`src/rtl/mux_key_internal.sv`:
```
// Combinational key compare / priority / select core shared by the mux_key family.
// The lowest-indexed matching pair wins; HAS_DEFAULT=0 yields zero on a miss.
module mux_key_internal #(
  parameter int NR_KEY      = 2,
  parameter int KEY_LEN     = 1,
  parameter int DATA_LEN    = 32,
  parameter bit HAS_DEFAULT = 1'b1
) (
  input  logic [KEY_LEN-1:0]                   key,
  input  logic [DATA_LEN-1:0]                  default_out,
  input  logic [NR_KEY*(KEY_LEN+DATA_LEN)-1:0] lut,
  output logic [DATA_LEN-1:0]                  out,
  output logic                                 hit
);
  localparam int PAIR_LEN = KEY_LEN + DATA_LEN;

  // Scan from the top pair down so a lower-indexed match overwrites a higher one.
  always_comb begin
    out = HAS_DEFAULT ? default_out : '0;
    hit = 1'b0;
    for (int i = NR_KEY - 1; i >= 0; i--) begin
      if (lut[PAIR_LEN*i + DATA_LEN +: KEY_LEN] == key) begin
        out = lut[PAIR_LEN*i +: DATA_LEN];
        hit = 1'b1;
      end
    end
  end
endmodule

```
`src/rtl/mux_key_with_default.sv`:
```
// Key-lookup multiplexer with default value: combinational result plus a
// registered copy cleared by the asynchronous active-low reset.
module mux_key_with_default #(
  parameter int NR_KEY   = 2,
  parameter int KEY_LEN  = 1,
  parameter int DATA_LEN = 32
) (
  input  logic                                 clk,
  input  logic                                 rst_n,
  input  logic [KEY_LEN-1:0]                   key,
  input  logic [DATA_LEN-1:0]                  default_out,
  input  logic [NR_KEY*(KEY_LEN+DATA_LEN)-1:0] lut,
  output logic [DATA_LEN-1:0]                  out,
  output logic                                 hit,
  output logic [DATA_LEN-1:0]                  out_q,
  output logic                                 hit_q
);
  localparam int PAIR_LEN = KEY_LEN + DATA_LEN;

  logic [NR_KEY*PAIR_LEN-1:0] lut_w;
  assign lut_w = lut;

  mux_key_internal #(
    .NR_KEY     (NR_KEY),
    .KEY_LEN    (KEY_LEN),
    .DATA_LEN   (DATA_LEN),
    .HAS_DEFAULT(1'b1)
  ) u_core (
    .key        (key),
    .default_out(default_out),
    .lut        (lut_w),
    .out        (out),
    .hit        (hit)
  );

  // Only the registered copy is reset; out/hit keep tracking inputs throughout.
  always_ff @(posedge clk or negedge rst_n) begin
    if (!rst_n) begin
      out_q <= '0;
      hit_q <= 1'b0;
    end else begin
      out_q <= out;
      hit_q <= hit;
    end
  end
endmodule

```
`config.mk`:
```
export PLATFORM = sky130hd
export DESIGN_NAME = mux_key_with_default
export DESIGN_NICKNAME = d
export VERILOG_FILES = /design/src/rtl/mux_key_internal.sv /design/src/rtl/mux_key_with_default.sv
export SDC_FILE = /design/constraint.sdc
export NUM_CORES = 1
export LEC_CHECK = 0
export ABC_CLOCK_PERIOD_IN_PS = 1000
export BUFFER_PORTS_ARGS = -buffer_cell sky130_fd_sc_hd__clkbuf_2
export CAP_MARGIN = 40
export CORE_MARGIN = 1.5
export CORE_UTILIZATION = 34
export DETAILED_ROUTE_END_ITERATION = 6
export GPL_ROUTABILITY_DRIVEN = 0
export GPL_TIMING_DRIVEN = 1
export HOLD_SLACK_MARGIN = 0.03
export MAX_ROUTING_LAYER = met4
export PLACE_DENSITY_LB_ADDON = 0.2
export SYNTH_ARGS = -nofsm -noshare
export SYNTH_HDL_FRONTEND = slang
export SYNTH_SLANG_ARGS = --single-unit
```
`constraint.sdc`:
```
create_clock -name clk -period 1 [get_ports clk]
set_input_delay 0.1 -clock clk [delete_from_list [all_inputs] [get_ports clk]]
set_output_delay 0.1 -clock clk [all_outputs]
set_load 0.02 [all_outputs]
```
==> results of run 1 <==
cells by family (layout without fill, tap and decap cells):
logic type / count (synthesis) / in the layout / share of synthesized area (%)
flip-flops: 33 / 33 / 54.68
buffers and inverters: 9 / 187 / 4.225
XOR/XNOR: 1 / 1 / 0.5801
AO/OA/AOI/OAI: 34 / 34 / 25.52
AND/OR/NAND/NOR: 36 / 36 / 15.00
metrics by stage:
| stage | setup slack (ns) | cells | hold slack (ns) | cell area (µm²) | TNS, ns |
|---|---|---|---|---|---|
| floorplan | -0.02492 | 113 | -0.1956 | 1510 | -0.9540 |
| global placement | -0.2716 | 332 | 0.07688 | 2475 | -11.98 |
| detailed placement | -0.2993 | 332 | 0.07708 | 2475 | -13.16 |
| CTS | -0.2951 | 340 | 0.09900 | 2580 | -8.764 |
| global route | -0.3368 | 343 | 0.1033 | 3005 | -9.999 |
| finish | -0.3015 | 343 | 0.1070 | 3005 | -8.948 |
cell usage after synthesis, drive strengths merged:
| master | count | area [µm²] |
|---|---|---|
| and3b | 1 | 8.760 |
| buf | 9 | 63.81 |
| nor3b | 1 | 7.510 |
| xnor2 | 1 | 8.760 |
| nand2b | 32 | 200.2 |
| dfrtp | 33 | 825.8 |
| o221a | 32 | 360.3 |
| nor2b | 1 | 6.260 |
| nor2 | 1 | 3.750 |
| a21oi | 2 | 25.03 |
power breakdown:
| group | internal, mW | switching [mW] | leakage (nW) |
|---|---|---|---|
| combinational | 0.898 | 0.935 | 1.10 |
| sequential | 1.49 | 0.0397 | 0.369 |
| clock | 0.546 | 0.466 | 0.0443 |
| total | 2.93 | 1.44 | 1.52 |
sequential cells by signal, indices dropped and copies added (netlist names):
register	flops
out_q	32
hit_q	1
worst min-delay path by stage:
stage	from	end	slack (ns)	depth (start not counted)
after floorplan	rst_n	hit_q	-0.20	0
after global placement	rst_n	out_q[22]	0.08	2
after detailed placement	rst_n	out_q[22]	0.08	2
after CTS	default_out[9]	out_q[9]	0.1	2
after global routing	default_out[9]	out_q[9]	0.10	2
final	default_out[9]	out_q[9]	0.11	2
cell type report:
type,count,share of cell area [%]
timing repair buffer,180,41.26
multi-input combinational,71,26.23
sequential,33,27.48
tap,52,2.165
clock buffer,7,2.873
timing repair:
action                     CTS  global route
resized for setup            1           121
buffers inserted             0             1
setup endpoints to repair   33            34
pin swaps                    1             2
hold buffers                 1             0
hold endpoints to repair    33             0
gates cloned                 0             2
metal layers:
metal  vias to the layer above  share of wire (%)  global-route usage, %
li1                        795                  -                      -
met1                       776                 37                  21.28
met2                        89                 53                  36.65
met3                        11                7.5                  6.395
met4                         0                2.0                  6.624
met5                         -                  0                      -
==> results.md, run 1 <==
• ratio of cells with drive above 1 in the final layout: 76.29%
• total half-perimeter wirelength after legalization and detailed placement: 3693 µm
• Final Hold Violating Endpoints: 0
• diode insertion count for antenna repair: 0
• pin count of the biggest net entering global routing: 35
• Die X-Extent: 69.65 µm
• fillcell total: 318
• final standard cell utilization of the core: 69.50%
• maximum vdd ir drop: 0.7323 mV
• mean area per synthesized cell: 13.36 µm²
• 1st-pass router iterations: 4
• worst min-delay path category: in2reg
• end point of the critical path: out[2]
• slowest stage delay, CP: 0.29 ns
• Initial DRC Count: 101
• area taken by flip-flops and latches: 825.8 µm²
• sort of element at the end of the critical path: primary output
• number of clock buffers inserted by TritonCTS: 5
• category of the critical setup timing path: in2out
• antenna violations before repair: 0
• Tightest Pin Transition: 0.2059 ns
• worst setup path start: lut[65]
• initial cell density of the core: 34.92%
• Leak Pwr: 1.516 nW
• final setup fails: 33
• CTS Buffer Depth: 2
• Crit Path Max Fanout: 5
• headroom to the max-slew limit: 86.22%
• final wirelength: 5500 µm
• power density over cell area: 1456 nW/µm²
• failing checks: setup timing
• number of core rows: 24
• register area share after synthesis: 54.68%
• achievable frequency: 0.7683 GHz
• share of the cycle needed by the critical path after routing: 130.2%
• instance count of the mapped netlist: 113
• overall routing resource usage: 20.42%
• layout overhead on the synthesized area: 99.01%
• Critical path buffers and inverters: 4
• clock slew at reported path FFs: 0.07 ns
• MaxCap Viol Count: 0
• post-detailed-route via-to-cell ratio: 4.872
• count of cell types in the netlist: 13
• average wire per cell in the routed design: 16.03 µm
• die extent in y: 69.65 µm
• synthesis-stage register bit count: 33
• most common cell after layout, fill and taps aside: sky130_fd_sc_hd__clkbuf_2
• final routed DRC violation total: 0
• ordered cell list for the critical path: buf_8 -> nor3b_4 -> a21oi_4 -> buf_12 -> clkbuf_16 -> o221a_2 -> buf_6
• Core Footprint: 4324 µm²
• WP depth: 7
• RSZ-0062 raised after global routing: true
• clk root buf: sky130_fd_sc_hd__clkbuf_8
• Yosys warnings: 0
• summed instance area of the synthesized netlist: 1510 µm²
• total congestion overflow after global routing: 0
• crit path max-delay cell type: sky130_fd_sc_hd__o221a_2
• result of the run: finished with violations
• Pwr Total: 4.374 mW
• first-pass GRT wire length: 7652 µm
• number of antenna-violating nets in the routed design: 0
• combined area of the multi-input logic cells: 788.3 µm²
• # port buffers: 166
• number of global-route vias before repair: 1665
• min Tclk post-route: 1.302 ns
• setup slack after layout: -0.3015 ns
• Arrival @ worst endpoint: 1.20 ns
• CTS tree: yes
• Sinks on Clock Net: 33
• final-report max-slew violation count: 0
• type of element launching the critical path: input pin
• # H-tree levels: 2
• leading cell types in the layout, fill and taps excluded: sky130_fd_sc_hd__clkbuf_2, sky130_fd_sc_hd__buf_6, sky130_fd_sc_hd__dfrtp_1
• DIE AREA: 4850 µm²
• final net count: 392
• syn nets: 214
• detailed-route via count: 1671
• count of pins on the block boundary: 167
• data required time at the worst endpoint: 0.90 ns
• Largest delay share family, worst path: buffers and inverters
No activity file was read; power rests on OpenSTA's default activity.
==> run 2: changes to the inputs <==
ABC_CLOCK_PERIOD_IN_PS = 1500   (was 1000)
CORE_UTILIZATION = 37   (was 34)
clock period = 1.5 ns   (was 1 ns; I/O delays follow)
==> run 2 against run 1 <==
  * The run now ends clean
  * Via count decreased by 2.9%
  * Setup slack improved by 0.37 ns
  * Critical path depth decreased by 1
  * Final cell count decreased by 2.0%
  * Sequential power decreased by 33%
  * Global-route usage increased by 2.1 points
  * Sequential cell count unchanged
  * Non-clock buffer count decreased by 5
==> results.md, run 2 (synthesis gave the netlist of run 1 again) <==
• result of the run: completed, was finished with violations
• final routed DRC violation total: 0, unchanged
• final-report max-slew violation count: 0, unchanged
• final net count: 387, was 392
• # H-tree levels: 2, unchanged
• clk root buf: sky130_fd_sc_hd__clkbuf_8, unchanged
• number of core rows: 23, was 24
• Crit Path Max Fanout: 20, was 5
• Leak Pwr: 1.347 nW, was 1.516 nW
• ratio of cells with drive above 1 in the final layout: 74.83%, was 76.29%
• share of total power consumed by net switching: 33.45%, was 32.94%
• leading registers by flop count: out_q x32, hit_q x1, unchanged
• # port buffers: 166, unchanged
• antenna violations before repair: 0, unchanged
• share of the cycle needed by the critical path after routing: 95.42%
• min Tclk post-route: 1.431 ns
• final wirelength: 4843 µm, was 5500 µm
• part of the power in the clock network: 25.1%, was 23.1%
• number of global-route vias before repair: 1460, was 1665
• Initial DRC Count: 83, was 101
• number of cells traversed by the worst hold path: 2, unchanged
• 1st-pass router iterations: 4, unchanged
• Pwr Total: 2.635 mW, was 4.374 mW
• Tightest Pin Transition: 0.5455 ns, was 0.2059 ns
• Comb pwr share: 36.2%, was 41.9%
• total half-perimeter wirelength after legalization and detailed placement: 3904 µm, was 3693 µm
• power density over cell area: 1042 nW/µm², was 1456 nW/µm²
• Reg with most FFs: out_q, unchanged
• Sinks on Clock Net: 33, unchanged
• final setup fails: 0, was 33
• first-pass GRT wire length: 7058 µm, was 7652 µm
• number of antenna-violating nets in the routed design: 0, unchanged
• Seq pwr share: 38.7%, was 35.0%
• initial cell density of the core: 38.03%, was 34.92%
• CTS tree: yes, unchanged
• diode insertion count for antenna repair: 0, unchanged
• layout overhead on the synthesized area: 67.44%, was 99.01%
• most common cell after layout, fill and taps aside: sky130_fd_sc_hd__clkbuf_2, unchanged
• total congestion overflow after global routing: 0, unchanged
• average wire per cell in the routed design: 14.41 µm, was 16.03 µm
• pin count of the biggest net entering global routing: 22, was 35
• achievable frequency: 0.6987 GHz
• setup repair bufs after CTS: 0, unchanged
• worst hold endpoint: out_q[4], was out_q[9]
• DIE AREA: 4474 µm², was 4850 µm²
• number of flip-flops in the largest register: 32, unchanged
• clock slew at reported path FFs: 0.06 ns, was 0.07 ns
• detailed-route via count: 1622, was 1671
• type of element launching the critical path: input pin, unchanged
• hold wc startpoint: default_out[4], was default_out[9]
• number of clock buffers inserted by TritonCTS: 5, unchanged
• aggregate negative setup slack: 0 ns, was -8.948 ns
• die extent in y: 66.89 µm, was 69.65 µm
• data required time at the worst endpoint: 1.35 ns, was 0.90 ns
• Final Hold Violating Endpoints: 0, unchanged
• CTS Buffer Depth: 2, unchanged
• post-detailed-route via-to-cell ratio: 4.827, was 4.872
• Core Footprint: 3971 µm², was 4324 µm²
• switching power: 0.8812 mW, was 1.441 mW
• RSZ-0062 raised after global routing: false, was true
• count of pins on the block boundary: 167, unchanged
• MaxCap Viol Count: 0, unchanged
• Die X-Extent: 66.89 µm, was 69.65 µm
• sort of element at the end of the critical path: primary output, unchanged
• worst min-delay path category: in2reg, unchanged
• Arrival @ worst endpoint: 1.28 ns, was 1.20 ns
• cell-internal power: 1.753 mW, was 2.934 mW
• leading cell types in the layout, fill and taps excluded: sky130_fd_sc_hd__clkbuf_2, sky130_fd_sc_hd__dfrtp_1, sky130_fd_sc_hd__nand2b_1, was sky130_fd_sc_hd__clkbuf_2, sky130_fd_sc_hd__buf_6, sky130_fd_sc_hd__dfrtp_1
• headroom to the max-slew limit: 63.64%, was 86.22%
• maximum vdd ir drop: 0.5375 mV, was 0.7323 mV
• category of the critical setup timing path: in2out, unchanged
• overall routing resource usage: 22.54%, was 20.42%
==> run 2: changes by cell type in the layout (fill, tap and decap cells not counted), sizes merged <==
cell	previous run	this run
buf	45	8
clkbuf	141	173
==> run 2: layout make-up <==
| class | instances | area [µm²] |
|---|---|---|
| Fill cell | 348 | 1443 |
| Tap cell | 50 | 62.56 |
| Multi-Input combinational cell | 71 | 628.1 |
| Sequential cell | 33 | 825.8 |
| Clock buffer | 7 | 86.33 |
| Timing Repair Buffer | 175 | 925.9 |
==> run 2: what timing repair did <==
item | 4_1_cts | 5_1_grt
gates resized for setup | 0 | 0
hold buffers | 1 | 0
endpoints found under the hold margin | 20 | 0
==> run 2: how the worst max path moves through the flow <==
stage,startpoint,endpoint,slack [ns]
finish,lut[32],out[25],0.07
global route,key,out[25],0.008
CTS,lut[32],out[25],0.08
detailed placement,lut[32],out[25],0.08
global placement,lut[32],out[15],0.10
floorplan,lut[65],out[1],0.37
==> run 2: power by group through the flow <==
stage                     Clock, mW  Combinational (mW)  Sequential (mW)
after floorplan                   0               0.405             1.18
after global placement            0               0.949             1.03
after detailed placement          0               0.958             1.04
after CTS                     0.685               0.961             1.02
after global routing          0.735                1.02             1.03
final                         0.660               0.954             1.02
==> run 2: per-stage QoR <==
step	cells	utilization (%)	area, µm²	setup WS, ns	hold slack (ns)
3_5_place_dp	328	61.25	2432	0.08121	0.1626
2_1_floorplan	113	-	1510	0.3669	-0.1456
4_1_cts	336	63.67	2529	0.08146	0.1478
5_1_grt	336	63.67	2529	0.008191	0.1466
6_report	336	63.67	2529	0.06873	0.1577
3_3_place_gp	328	61.25	2432	0.1037	0.1619
==> run 2: worst max-delay path: stages <==
cell                       delay [ns]
sky130_fd_sc_hd__clkbuf_2        0.13
sky130_fd_sc_hd__and3b_1         0.22
sky130_fd_sc_hd__a21oi_4         0.19
sky130_fd_sc_hd__buf_12          0.18
sky130_fd_sc_hd__o221a_2         0.23
sky130_fd_sc_hd__clkbuf_2        0.17
==> run 2: metal layers <==
layer | global-route usage (%) | wire [µm] | vias to the layer above
met5 | - | 0 | -
met4 | 7.398 | 48 | 0
li1 | - | - | 781
met1 | 24.26 | 1750 | 736
met3 | 7.601 | 476 | 4
met2 | 39.00 | 2568 | 101
==> run 3: changes to the inputs <==
ABC_AREA = 1   (was unset)
CORE_UTILIZATION = 41   (was 37)
SLEW_MARGIN = 20   (was unset)
==> run 3 against run 2 <==
  * Combinational power hardly changed
  * Die area grew 15%
  * Setup slack gained 0.033 ns
  * The run now ends with DRC left
  * Largest power group unchanged
  * Area after synthesis is 28% higher
==> results.md, run 3 <==
• result of the run: finished with violations, was completed
• failing checks: DRC
• most repeated cell in the gate-level netlist after synthesis: sky130_fd_sc_hd__nand2_1, was sky130_fd_sc_hd__dfrtp_1
• final setup fails: 0, unchanged
• # H-tree levels: 2, unchanged
• total congestion overflow after global routing: 0, unchanged
• fillcell total: 398, was 348
• final net count: 517, was 387
• clock slew at reported path FFs: 0.07 ns, was 0.06 ns
• Crit Path Max Fanout: 32, was 20
• count of cell types in the netlist: 12, was 13
• leading cell types by total area after synthesis: sky130_fd_sc_hd__dfrtp_1, sky130_fd_sc_hd__nand3_1, sky130_fd_sc_hd__nand2_1, was sky130_fd_sc_hd__dfrtp_1, sky130_fd_sc_hd__o221a_2, sky130_fd_sc_hd__nand2b_1
• min Tclk post-route: 1.399 ns, was 1.431 ns
• layout overhead on the synthesized area: 47.87%, was 67.44%
• number of flip-flops in the largest register: 32, unchanged
• Core Footprint: 4444 µm², was 3971 µm²
• top cells by instance count after synthesis: sky130_fd_sc_hd__nand2_1, sky130_fd_sc_hd__nand3_1, sky130_fd_sc_hd__inv_1, was sky130_fd_sc_hd__dfrtp_1, sky130_fd_sc_hd__nand2b_1, sky130_fd_sc_hd__o221a_2
• number of core rows: 24, was 23
• number of enable-type register cells in the synthesized netlist: 0, unchanged
• CTS tree: yes, unchanged
• share of the cycle needed by the critical path after routing: 93.24%, was 95.42%
• achievable frequency: 0.7150 GHz, was 0.6987 GHz
• cts repair resizes: 0, unchanged
• area taken by flip-flops and latches: 825.8 µm², unchanged
• area leader, netlist: sky130_fd_sc_hd__dfrtp_1, unchanged
• diode insertion count for antenna repair: 0, unchanged
• sort of element at the end of the critical path: primary output, unchanged
• number of clock buffers inserted by TritonCTS: 5, unchanged
• Die X-Extent: 71.69 µm, was 66.89 µm
• CTS Buffer Depth: 2, unchanged
• pin count of the biggest net entering global routing: 34, was 22
• leading cell types in the layout, fill and taps excluded: sky130_fd_sc_hd__clkbuf_2, sky130_fd_sc_hd__nand2_1, sky130_fd_sc_hd__nand3_1, was sky130_fd_sc_hd__clkbuf_2, sky130_fd_sc_hd__dfrtp_1, sky130_fd_sc_hd__nand2b_1
• leading registers by flop count: out_q x32, hit_q x1, unchanged
• type of element launching the critical path: input pin, unchanged
• most common cell after layout, fill and taps aside: sky130_fd_sc_hd__clkbuf_2, unchanged
• final wirelength: 6337 µm, was 4843 µm
• maximum vdd ir drop: 0.4879 mV, was 0.5375 mV
• MaxCap Viol Count: 0, unchanged
• instance count of the mapped netlist: 255, was 113
• ratio of cells with drive above 1 in the final layout: 44.34%, was 74.83%
• count of pins on the block boundary: 167, unchanged
• data required time at the worst endpoint: 1.35 ns, about the same
• hold wc startpoint: lut[8], was default_out[4]
• syn nets: 356, was 214
• summed instance area of the synthesized netlist: 1934 µm², was 1510 µm²
• hold buffers post-CTS: 1, unchanged
• final-report max-slew violation count: 0, unchanged
• overall routing resource usage: 24.89%, was 22.54%
• Leak Pwr: 1.797 nW, was 1.347 nW
• setup repair bufs after CTS: 0, unchanged
• register area share after synthesis: 42.69%, was 54.68%
• category of the critical setup timing path: in2out, unchanged
• number of antenna-violating nets in the routed design: 0, unchanged
• antenna violations before repair: 0, unchanged
• RSZ-0062 raised after global routing: false, unchanged
• worst min-delay path category: in2reg, unchanged
• detailed-route via count: 2274, was 1622
• mean area per synthesized cell: 7.586 µm², was 13.36 µm²
• commonest register cell after synthesis: sky130_fd_sc_hd__dfrtp_1, unchanged
• # port buffers: 166, unchanged
• final routed DRC violation total: 12, was 0
• headroom to the max-slew limit: 70.48%, was 63.64%
• Initial DRC Count: 186, was 83
• Yosys warnings: 0, unchanged
• average wire per cell in the routed design: 13.57 µm, was 14.41 µm
• post-detailed-route via-to-cell ratio: 4.869, was 4.827
• worst setup path start: key, was lut[32]
• initial cell density of the core: 43.52%, was 38.03%
• number of global-route vias before repair: 2163, was 1460
• Final Hold Violating Endpoints: 0, unchanged
• synthesis-stage register bit count: 33, unchanged
• clk root buf: sky130_fd_sc_hd__clkbuf_8, unchanged
• DIE AREA: 5139 µm², was 4474 µm²
• aggregate negative setup slack: 0 ns, unchanged
• 1st-pass router iterations: 7, was 4
• Sinks on Clock Net: 33, unchanged
• power density over cell area: 903.8 nW/µm², was 1042 nW/µm²
• die extent in y: 71.69 µm, was 66.89 µm
• Tightest Pin Transition: 0.4428 ns, was 0.5455 ns
• Reg with most FFs: out_q, unchanged
• first-pass GRT wire length: 9701 µm, was 7058 µm
• Synth top area share: 42.69%, was 54.68%
• total half-perimeter wirelength after legalization and detailed placement: 4571 µm, was 3904 µm
• Pwr Total: 2.585 mW, was 2.635 mW
• combined area of the multi-input logic cells: 854.6 µm², was 628.1 µm²
• Arrival @ worst endpoint: 1.25 ns, was 1.28 ns
• fraction of registers with async set/reset: 100.0%, unchanged
run 3: cell types whose count changed after synthesis, moves of 31 or more:
cell,change
sky130_fd_sc_hd__nand3_1,+65
sky130_fd_sc_hd__nand2_1,+66
sky130_fd_sc_hd__o221a_2,-31
sky130_fd_sc_hd__inv_1,+34
sky130_fd_sc_hd__nand3b_1,+32
sky130_fd_sc_hd__nand2b_1,-32
run 3: cell families (layout without fill, tap and decap cells):
logic type	Yosys count	count (layout)	synth area share (%)
buf+inv	54	214	13.13
simple gates	168	168	44.18
flops	33	33	42.69
run 3: through the flow:
step	instances	cell area, µm²	hold slack, ns	utilization (%)	setup slack [ns]
final	467	2860	0.08400	64.36	0.1014
after global routing	467	2860	0.09634	64.36	0.008862
after CTS	467	2860	0.07623	64.36	0.1006
after detailed placement	460	2776	0.2124	62.47	0.1051
after global placement	460	2776	0.2016	62.47	0.1504
after floorplan	255	1934	-0.1456	-	0.5126
run 3: worst max-delay path: stages:
cell and delay, ns:
sky130_fd_sc_hd__clkbuf_2 0.14, sky130_fd_sc_hd__inv_2 0.08, sky130_fd_sc_hd__nand2_2 0.08, sky130_fd_sc_hd__nand2_4 0.11, sky130_fd_sc_hd__inv_4 0.29, sky130_fd_sc_hd__nand2_1 0.09, sky130_fd_sc_hd__nand2_1 0.13, sky130_fd_sc_hd__clkbuf_2 0.18
run 3: per-layer routing:
| metal | routed length [µm] | global-route usage (%) | vias up |
|---|---|---|---|
| met4 | 73 | 6.709 | 0 |
| met5 | 0 | - | - |
| met1 | 2484 | 28.67 | 1018 |
| met2 | 3270 | 43.62 | 112 |
| met3 | 508 | 5.485 | 8 |
| li1 | - | - | 1136 |
run 3: cell type report:
cell class,count,share of cell area [%]
Timing Repair Buffer,172,31.58
Clock inverter,1,0.1750
Tap cell,52,2.275
Multi-Input combinational cell,168,29.88
Sequential cell,33,28.87
Inverter,36,4.812
Clock buffer,5,2.406
run 3: worst paths after layout:
| path | endpoint | slack, ns | depth (start not counted) |
|---|---|---|---|
| worst max-delay path | out[27] | 0.10 | 8 |
| worst min-delay path | out_q[8] | 0.08 | 3 |
| max in group asynchronous | out_q[2] | 0.74 | 3 |
| min in group asynchronous | out_q[9] | 0.44 | 3 |
run 3: report_power, final:
group	switching [mW]	internal, mW
registers	0.0251	0.985
clock network	0.314	0.305
logic	0.606	0.350
total	0.945	1.64
